## src/rtl/seg_scan_if.sv

```systemverilog
// Load/display bundle for the 7-segment scan controller.
// Names follow the controller's pin naming so board netlists map directly.
interface seg_scan_if #(
    parameter int NUM_DIG = 4
);
    logic [4*NUM_DIG-1:0] iDATA;
    logic                 iLOAD;
    logic                 iLZ_EN;
    logic [6:0]           oSEG;
    logic [NUM_DIG-1:0]   oAN;
    logic                 oFRAME;
    logic                 oACK;

    modport master (
        output iDATA, iLOAD, iLZ_EN,
        input  oSEG, oAN, oFRAME, oACK
    );

    modport slave (
        input  iDATA, iLOAD, iLZ_EN,
        output oSEG, oAN, oFRAME, oACK
    );
endinterface

```

## src/rtl/seg_scan_ctrl.sv

```systemverilog
// Multiplexed common-anode 7-segment scanner with blanking gaps,
// leading-zero suppression and frame-aligned double-buffered loads.
module seg_scan_ctrl #(
    parameter int NUM_DIG   = 4,
    parameter int CLK_DIV   = 50000,
    parameter int BLANK_CYC = 16
) (
    input  logic      iCLK,
    input  logic      iRST,
    seg_scan_if.slave bus
);
    localparam int CNT_MAX = (CLK_DIV > BLANK_CYC) ? CLK_DIV : BLANK_CYC;
    localparam int CW = $clog2(CNT_MAX);
    localparam int IW = (NUM_DIG > 1) ? $clog2(NUM_DIG) : 1;
    localparam int DW = 4 * NUM_DIG;

    localparam logic [0:0] BLANK = 1'b0;
    localparam logic [0:0] SHOW  = 1'b1;

    localparam logic [CW-1:0] SHOW_END  = CW'(CLK_DIV - 1);
    localparam logic [CW-1:0] BLANK_END = CW'(BLANK_CYC - 1);
    localparam logic [IW-1:0] LAST_IDX  = IW'(NUM_DIG - 1);

    logic [0:0]         state;
    logic [CW-1:0]      cnt;
    logic [IW-1:0]      idx;
    logic [DW-1:0]      disp;
    logic [DW-1:0]      pend;
    logic               pendVld;
    logic [6:0]         seg;
    logic [NUM_DIG-1:0] an;
    logic               frame;
    logic               ack;

    logic [3:0]         nib;
    logic [NUM_DIG-1:0] anSel;
    logic               allZero;
    logic               lzHit;
    logic [6:0]         showSeg;
    logic               boundary;

    assign bus.oSEG   = seg;
    assign bus.oAN    = an;
    assign bus.oFRAME = frame;
    assign bus.oACK   = ack;

    function automatic logic [6:0] hexSeg(input logic [3:0] n);
        logic [6:0] s;
        s = 7'h7F;
        unique case (n)
            4'h0: s = 7'h40;
            4'h1: s = 7'h79;
            4'h2: s = 7'h24;
            4'h3: s = 7'h30;
            4'h4: s = 7'h19;
            4'h5: s = 7'h12;
            4'h6: s = 7'h02;
            4'h7: s = 7'h78;
            4'h8: s = 7'h00;
            4'h9: s = 7'h10;
            4'hA: s = 7'h08;
            4'hB: s = 7'h03;
            4'hC: s = 7'h46;
            4'hD: s = 7'h21;
            4'hE: s = 7'h06;
            4'hF: s = 7'h0E;
        endcase
        return s;
    endfunction

    // Walk from the MSD down so allZero covers nibbles top..i at digit i.
    always_comb begin
        nib     = 4'h0;
        anSel   = '1;
        allZero = 1'b1;
        lzHit   = 1'b0;
        for (int i = NUM_DIG - 1; i >= 0; i--) begin
            allZero = allZero & (disp[4*i +: 4] == 4'h0);
            if (idx == IW'(i)) begin
                nib      = disp[4*i +: 4];
                anSel[i] = 1'b0;
                lzHit    = allZero && (i > 0);
            end
        end
    end

    assign showSeg  = (bus.iLZ_EN && lzHit) ? 7'h7F : hexSeg(nib);
    assign boundary = (state == SHOW) && (cnt == SHOW_END)
                   && (idx == LAST_IDX);

    always_ff @(posedge iCLK) begin
        if (iRST) begin
            state   <= BLANK;
            cnt     <= '0;
            idx     <= '0;
            disp    <= '0;
            pend    <= '0;
            pendVld <= 1'b0;
            seg     <= 7'h7F;
            an      <= '1;
            frame   <= 1'b0;
            ack     <= 1'b0;
        end else begin
            frame <= 1'b0;
            ack   <= 1'b0;
            unique case (state)
                BLANK: begin
                    if (cnt == BLANK_END) begin
                        state <= SHOW;
                        cnt   <= '0;
                        an    <= anSel;
                        seg   <= showSeg;
                    end else begin
                        cnt <= cnt + 1'b1;
                    end
                end
                SHOW: begin
                    if (cnt == SHOW_END) begin
                        state <= BLANK;
                        cnt   <= '0;
                        an    <= '1;
                        seg   <= 7'h7F;
                        idx   <= (idx == LAST_IDX) ? '0 : idx + 1'b1;
                    end else begin
                        cnt <= cnt + 1'b1;
                    end
                end
                default: state <= BLANK;
            endcase
            // A load on the boundary edge bypasses pend and wins over it.
            if (boundary) begin
                frame <= 1'b1;
                if (bus.iLOAD) begin
                    disp    <= bus.iDATA;
                    pendVld <= 1'b0;
                    ack     <= 1'b1;
                end else if (pendVld) begin
                    disp    <= pend;
                    pendVld <= 1'b0;
                    ack     <= 1'b1;
                end
            end else if (bus.iLOAD) begin
                pend    <= bus.iDATA;
                pendVld <= 1'b1;
            end
        end
    end
endmodule

```

## src/flat_wrapper.sv

```systemverilog
// flat-port wrapper written by rule: the top's interface ports become plain ports
module seg_scan_ctrl_flat 
#(
    parameter int NUM_DIG   = 4,
    parameter int CLK_DIV   = 50000,
    parameter int BLANK_CYC = 16
)
  (iCLK, iRST, bus_iDATA, bus_iLOAD, bus_iLZ_EN, bus_oSEG, bus_oAN, bus_oFRAME, bus_oACK);
  seg_scan_if #(.NUM_DIG(NUM_DIG)) bus_i ();
  input  logic iCLK;
  input  logic iRST;
  input wire logic [$bits(bus_i.iDATA)-1:0] bus_iDATA;
  input wire logic [$bits(bus_i.iLOAD)-1:0] bus_iLOAD;
  input wire logic [$bits(bus_i.iLZ_EN)-1:0] bus_iLZ_EN;
  output wire logic [$bits(bus_i.oSEG)-1:0] bus_oSEG;
  output wire logic [$bits(bus_i.oAN)-1:0] bus_oAN;
  output wire logic [$bits(bus_i.oFRAME)-1:0] bus_oFRAME;
  output wire logic [$bits(bus_i.oACK)-1:0] bus_oACK;
  assign bus_i.iDATA = bus_iDATA;
  assign bus_i.iLOAD = bus_iLOAD;
  assign bus_i.iLZ_EN = bus_iLZ_EN;
  assign bus_oSEG = bus_i.oSEG;
  assign bus_oAN = bus_i.oAN;
  assign bus_oFRAME = bus_i.oFRAME;
  assign bus_oACK = bus_i.oACK;
  seg_scan_ctrl #(.NUM_DIG(NUM_DIG), .CLK_DIV(CLK_DIV), .BLANK_CYC(BLANK_CYC)) u_core (.iCLK(iCLK), .iRST(iRST), .bus(bus_i));
endmodule
```

## config.mk

```make
export PLATFORM = sky130hd
export DESIGN_NAME = seg_scan_ctrl_flat
export DESIGN_NICKNAME = d
export VERILOG_FILES = /design/src/rtl/seg_scan_if.sv /design/src/rtl/seg_scan_ctrl.sv /design/src/flat_wrapper.sv
export SDC_FILE = /design/constraint.sdc
export NUM_CORES = 1
export LEC_CHECK = 0
export CAP_MARGIN = 25
export CELL_PAD_IN_SITES_DETAIL_PLACEMENT = 1
export CELL_PAD_IN_SITES_GLOBAL_PLACEMENT = 1
export CORE_MARGIN = 5
export CORE_UTILIZATION = 38
export CTS_BUF_LIST = sky130_fd_sc_hd__clkbuf_16
export DETAILED_ROUTE_END_ITERATION = 6
export PLACE_DENSITY_LB_ADDON = 0.08
export SLEW_MARGIN = 20
export SYNTH_ARGS = -nofsm -noshare
export SYNTH_HDL_FRONTEND = slang
export SYNTH_SLANG_ARGS = --single-unit
```

## constraint.sdc

```tcl
create_clock -name iCLK -period 2.9 [get_ports iCLK]
set_clock_uncertainty 0.1 [all_clocks]
set_input_delay 0.87 -clock iCLK [delete_from_list [all_inputs] [get_ports iCLK]]
set_output_delay 0.87 -clock iCLK [all_outputs]
set_load 0.005 [all_outputs]
```

==> flow_summary.toml, run 1 <==
[status]
status = "completed"

[clocking]
cts_tree = "done"
htree_levels = 3
holdBufCountCts = 0
clock_sinks = 65
path_clk_slew_ns = 0.06
post_cts_resized = 0
root_buffer = "clkbuf_16"
cts_setup_buffers = 0
numCtsBuffers = 9
clock_insertion_delay_worst_skew_ns = 0.33
cts_buffer_depth = 2

[global_route]
grt_max_degree = 39
track_usage_pct = 14.91
grt_pass1_vias = 2438
overflow = 0
antenna_found_initial = 0
grt_pass1_wl_mm = 11.75

[drt]
vias_per_cell = 5.099
totalWireLength_mm = 6.932
drt_iter0_markers = 36
antenna_left = 0
avgRoutedWirePerCell_um = 14.59
drc = 0
vias = 2422
dr.pass1.iters = 4

[worst_setup_path]
cpMaxStageDelayCell = "a221oi_1"
worstPathCellList = "inv_1, ha_1, nand3b_1, a221oi_1, a21o_1, mux2_2, mux2i_1, a21oi_1"
critPathLaunchType = "flip-flop"
cp-end-kind = "flip-flop"
critical_path.top_delay_family = "compound AO/OA/AOI/OAI gates"
critPathRequiredTime_ns = 3.02
cp.arrival_ns = 2.69
crit_buf_inv = 1
slowest_delay_ns = 0.41
cp_max_fo = 11
worst-setup-path-type = "reg -> reg"

[place]
place_congestion = 0.7788
placedCellCount = 460
hpwl_mm = 4.895
portBuffers = 32

[timing]
period_needed_ns = 2.574
worst_pin_slew_ns = 0.5305
relSlewSlack_pct = 64.51
drv_slew = 0
period_share_pct = 88.75
finalHoldViolations = 0
rsz0062_at_grt = "no"
setup_tns_ns = 0
fmax_ghz = 0.3886
setup_viol = 0

[logic_synthesis]
syn_area_sq_um = 3047
synth_common_cells = "nor2_1, dfxtp_1, mux2i_1, a211oi_1"
yosysTopAreaCell = "dfxtp_1"
synth_most_common_cell = "nor2_1"
ys_ff_latch = 65
synthFlopType = "dfxtp_1"
ys_warn_count = 0
seq_area_frac_synth_pct = 42.71
synthArstFlopShare_pct = 0
synth_area_per_cell_sq_um = 9.014
synth_fp_nets = 369
synth_edf_count = 0
synth_top_area_share_pct = 42.71
synth_cell_type_count = 47
synth.area.top_cells = "dfxtp_1, mux2i_1, nor2_1, ha_1, a211oi_1"
synth_cells = 338

[floorplanning]
die_y_um = 99.54
rows = 32
ioPinCount = 33
design.die.area_sq_um = 9908
die-width_um = 99.54
start_util_pct = 39.22
core-area_sq_um = 7767

[pwr]
ir_drop_v = 0.0002986
leakagePower_nw = 1.466
powerDensity_nw_per_um2 = 546.9

[worst_hold_path]
hp-class = "reg -> reg"

[layout]
antenna_cells = 0
area_delta_synth_final_pct = 22.63
fin_cells = 475
fin_nets = 400
drive_above_1_share_pct = 8.847

[run]
maxCapViolCount = 0
-- state kept, by name, summed over array words and instances (netlist names) --
signal and flops:
u_core.bus.oFRAME 1, u_core.pendVld 1, u_core.disp 16, u_core.pend 16
u_core.bus.oACK 1, u_core.bus.oSEG 7, u_core.state 1, u_core.bus.oAN 4
u_core.idx 2, u_core.cnt 16
-- placed cells by master, fill, tap and decap left out, drive strengths merged --
cell           synthesis  layout
clkbuf                11       9
nand4                  4       4
o211ai                 1       1
a31oi                  2       2
o22a                   4       4
xnor2                  7       7
or4                    2       2
a21oi                 16      16
a221oi                 1       1
o21ai                  4       4
nor2                  71      71
nor4                   5       5
o21bai                 1       1
buf                    8       7
or3                    5       5
clkinv                 0       4
and3                   1       1
dfxtp                 65      65
nand3                  7       7
ha                    11      11
xor2                   8       8
and4                   1       1
a211oi                17      17
a22oi                  1       1
nand2b                 1       1
a211o                  1       1
inv                   12      13
bufinv                 0       1
mux2i                 37      37
nor3                   7       7
nand3b                 1       1
nand4bb                1       1
a311oi                 2       2
nor4bb                 1       1
clkdlybuf4s50          0      32
o22ai                  2       2
a21o                   1       1
mux2                   2       2
nand2                 17      17
-- worst register-to-register path: cells and delay by family (launching register included) --
family,cells,cell delay [ns]
adders and majority gates,1,0.32
muxes,2,0.51
and+or+nand+nor,1,0.21
buffers and inverters,1,0.09
AOI/OAI and AO/OA,3,0.83
DFF,1,0.40
-- cell families (layout without fill, tap and decap cells) --
logic type / Yosys count / in the layout / synth area share, %
fa+ha+maj: 11 / 11 / 4.517
compound gates: 53 / 53 / 12.03
simple gates: 124 / 124 / 19.18
mux: 39 / 39 / 12.90
buf+inv: 31 / 66 / 4.353
xor+xnor: 15 / 15 / 4.312
flops: 65 / 65 / 42.71
-- path summary, 6_finish.rpt --
path                            slack, ns                  startpoint                              end  cells past startpoint
worst min register to register       0.37    u_core.cnt[0]$_SDFF_PP0_         u_core.cnt[0]$_SDFF_PP0_                      1
worst max register to register       0.33  u_core.idx[0]$_SDFFE_PP0N_  u_core.bus.oSEG[3]$_SDFFE_PP1P_                      8
worst min-delay path                 0.37    u_core.cnt[0]$_SDFF_PP0_         u_core.cnt[0]$_SDFF_PP0_                      1
worst max-delay path                 0.33  u_core.idx[0]$_SDFFE_PP0N_  u_core.bus.oSEG[3]$_SDFFE_PP1P_                      8
-- routing by layer --
metal  routed length (um)  vias to the layer above  GRT usage (%)
met2                 3348                       26          24.43
li1                     -                     1236              -
met5                    0                        -              0
met4                  103                        0          6.618
met3                  200                        7          3.366
met1                 3280                     1153          18.68
-- final cells by class --
type	instances	area, sq um
clock buffers	9	225.2
clock inverters	6	51.30
fillers	907	4031
inverters	12	45.04
multi-input cells	242	1613
flip-flops and latches	65	1301
well taps	102	127.6
repair buffers	39	372.9
-- metrics by stage --
step | worst slack [ns] | total power [W] | util [%] | instance area (sq um) | hold WS, ns
finish | 0.3264 | 0.002043 | 48.10 | 3736 | 0.3673
global route | 0.1528 | 0.002136 | 48.10 | 3736 | 0.3960
CTS | 0.3340 | 0.002077 | 48.10 | 3736 | 0.3732
detailed placement | 0.3275 | 0.001045 | 44.54 | 3460 | 0.3492
global placement | 0.3999 | 0.001041 | 44.54 | 3460 | 0.3297
floorplan | 0.5335 | 0.001001 | - | 3047 | 0.3175
-- where the power goes --
part,switching (W),internal (W)
clock network,0.000372,0.000647
registers,0.00000875,0.000912
logic,0.0000496,0.0000538
total,0.000430,0.00161
Power figures use the tool's default switching activity.
==> run 2, diff against run 1 <==
--- a/config.mk
+++ b/config.mk
@@ -12,7 +12,8 @@
 export CORE_UTILIZATION = 38
 export CTS_BUF_LIST = sky130_fd_sc_hd__clkbuf_16
 export DETAILED_ROUTE_END_ITERATION = 6
-export PLACE_DENSITY_LB_ADDON = 0.08
+export HOLD_SLACK_MARGIN = 0.02
+export PLACE_DENSITY = 0.83
 export SLEW_MARGIN = 20
 export SYNTH_ARGS = -nofsm -noshare
 export SYNTH_HDL_FRONTEND = slang
==> run 2 against run 1 <==
Effect of this change:
- total power is 4.4% lower
- clock-buffer cell count stayed put
- register-to-register slack hardly changed
- cell count stayed put
- sequential share of layout area is 0.23 points higher
- die area stayed put
- first-iteration DRC count is 130% higher
- sequential power hardly changed
- routed wire length is 5.7% higher
- combinational power hardly changed
- clock power is 9% lower
- critical path type unchanged
- highest routed layer unchanged
==> flow_summary.toml, run 2 (same netlist as run 1, synthesis figures left out) <==
[layout]
drive_above_1_share_pct = 8.311
antenna_cells = 0
area_delta_synth_final_pct = 21.81
final_common_cell = "nor2_1"
fin_cells = 475
multi_input_area_sq_um = 1619
layout_common_cells = "nor2_1, dfxtp_1, mux2i_1"
reg_top3 = "u_core.cnt: 16 flops, u_core.disp: 16 flops, u_core.pend: 16 flops"
fin_nets = 399
ff_latch_area_sq_um = 1301
fillers = 920

[worst_hold_path]
hp-start = "u_core.cnt[0]$_SDFF_PP0_"
holdPathEnd = "u_core.cnt[0]$_SDFF_PP0_"
hp-class = "reg -> reg"
whs_path_depth = 1

[worst_setup_path]
critPathRequiredTime_ns = 3.01
r2r_start = "u_core.idx[0]$_SDFFE_PP0N_"
cp-end-kind = "flip-flop"
worst-setup-path-type = "reg -> reg"
cp.arrival_ns = 2.67
critPathLaunchType = "flip-flop"
reg2reg_to = "u_core.bus.oSEG[3]$_SDFFE_PP1P_"
ff2ff_path_depth = 8
ff2ff_setup_slack_ns = 0.34
cp_max_fo = 11

[drt]
antenna_left = 0
dr.pass1.iters = 4
totalWireLength_mm = 7.326
vias = 2477
avgRoutedWirePerCell_um = 15.42
drc = 0
drt_iter0_markers = 82
vias_per_cell = 5.215

[clocking]
path_clk_slew_ns = 0.05
cts_tree = "done"
clock_insertion_delay_worst_skew_ns = 0.33
numCtsBuffers = 9
clock_sinks = 65
htree_levels = 3
cts_buffer_depth = 2
root_buffer = "clkbuf_16"
cts_setup_buffers = 0

[floorplanning]
ioPinCount = 33
core-area_sq_um = 7767
rows = 32
start_util_pct = 39.22
die-width_um = 99.54
design.die.area_sq_um = 9908
die_y_um = 99.54

[timing]
finalHoldViolations = 0
setup_viol = 0
setup_tns_ns = 0
period_needed_ns = 2.560
relSlewSlack_pct = 42.59
drv_slew = 0
worst_pin_slew_ns = 0.8612
rsz0062_at_grt = "no"
period_share_pct = 88.26
fmax_ghz = 0.3907

[status]
status = "completed"

[pwr]
powerDensity_nw_per_um2 = 526.5
p_total_w = 0.001954
ir_drop_v = 0.0003729
leakagePower_nw = 1.445

[global_route]
grt_max_degree = 39
grt_pass1_vias = 2658
track_usage_pct = 15.99
antenna_found_initial = 0
overflow = 0
grt_pass1_wl_mm = 12.52

[run]
maxCapViolCount = 0

[place]
placedCellCount = 459
place_congestion = 0.7775
portBuffers = 32
hpwl_mm = 5.316
==> run 2: cell types whose count changed in the layout (fill, tap and decap cells not counted), sizes merged <==
| cell | before | now |
|---|---|---|
| clkinv | 4 | 7 |
| buf | 7 | 6 |
| bufinv | 1 | 0 |
| inv | 13 | 12 |
==> run 2: how the worst max path moves through the flow <==
stage / start / to / slack (ns) / depth (start not counted)
floorplan: u_core.idx[0]$_SDFFE_PP0N_ / u_core.bus.oSEG[3]$_SDFFE_PP1P_ / 0.53 / 11
CTS: u_core.idx[0]$_SDFFE_PP0N_ / u_core.bus.oSEG[3]$_SDFFE_PP1P_ / 0.26 / 8
global placement: iRST / u_core.bus.oSEG[0]$_SDFFE_PP1P_ / 0.36 / 5
global route: u_core.idx[0]$_SDFFE_PP0N_ / u_core.bus.oSEG[3]$_SDFFE_PP1P_ / 0.06 / 10
detailed placement: u_core.idx[0]$_SDFFE_PP0N_ / u_core.bus.oSEG[3]$_SDFFE_PP1P_ / 0.27 / 8
finish: u_core.idx[0]$_SDFFE_PP0N_ / u_core.bus.oSEG[3]$_SDFFE_PP1P_ / 0.34 / 8
==> run 2: layout make-up <==
class	count	area share [%]
clock buffer	9	6.069
clock inverter	7	0.7417
inverter	12	1.214
multi-input combinational	242	43.63
sequential	65	35.06
tap	102	3.439
timing repair buffer	38	9.845
==> run 2: stage by stage <==
stage	worst slack (ns)	utilization, %	instance area [sq um]	hold slack [ns]
floorplan	0.5335	-	3047	0.3175
global placement	0.3599	44.44	3452	0.3321
detailed placement	0.2683	44.44	3452	0.3375
CTS	0.2609	47.70	3705	0.3494
global route	0.05641	47.78	3711	0.3853
finish	0.3404	47.78	3711	0.3433
==> run 2: timing repair <==
| action | in CTS | in global routing |
|---|---|---|
| resized for setup | 0 | 1 |
| hold buffers | 0 | 0 |
| setup endpoints to repair | 0 | 1 |
==> run 2: per-layer routing <==
layer | wire (um) | GRT usage, %
met3 | 259 | 5.540
met4 | 120 | 6.513
met1 | 3284 | 18.53
met5 | 0 | 0
met2 | 3660 | 26.91
==> run 2: report_power, final <==
part	leakage, nW	switching, W	total [W]	internal (W)
Clock	0.124	0.000369	0.000927	0.000558
Combinational	0.793	0.0000530	0.000106	0.0000530
Sequential	0.528	0.00000924	0.000921	0.000912
Total	1.45	0.000431	0.00195	0.00152
==> run 2: worst max-delay path: stages (launching register included) <==
cell      delay, ns
dfxtp_1        0.40
inv_1          0.09
ha_1           0.33
nand3b_1       0.23
a221oi_2       0.35
a21o_1         0.34
mux2_2         0.38
mux2i_1        0.14
a21oi_1        0.08
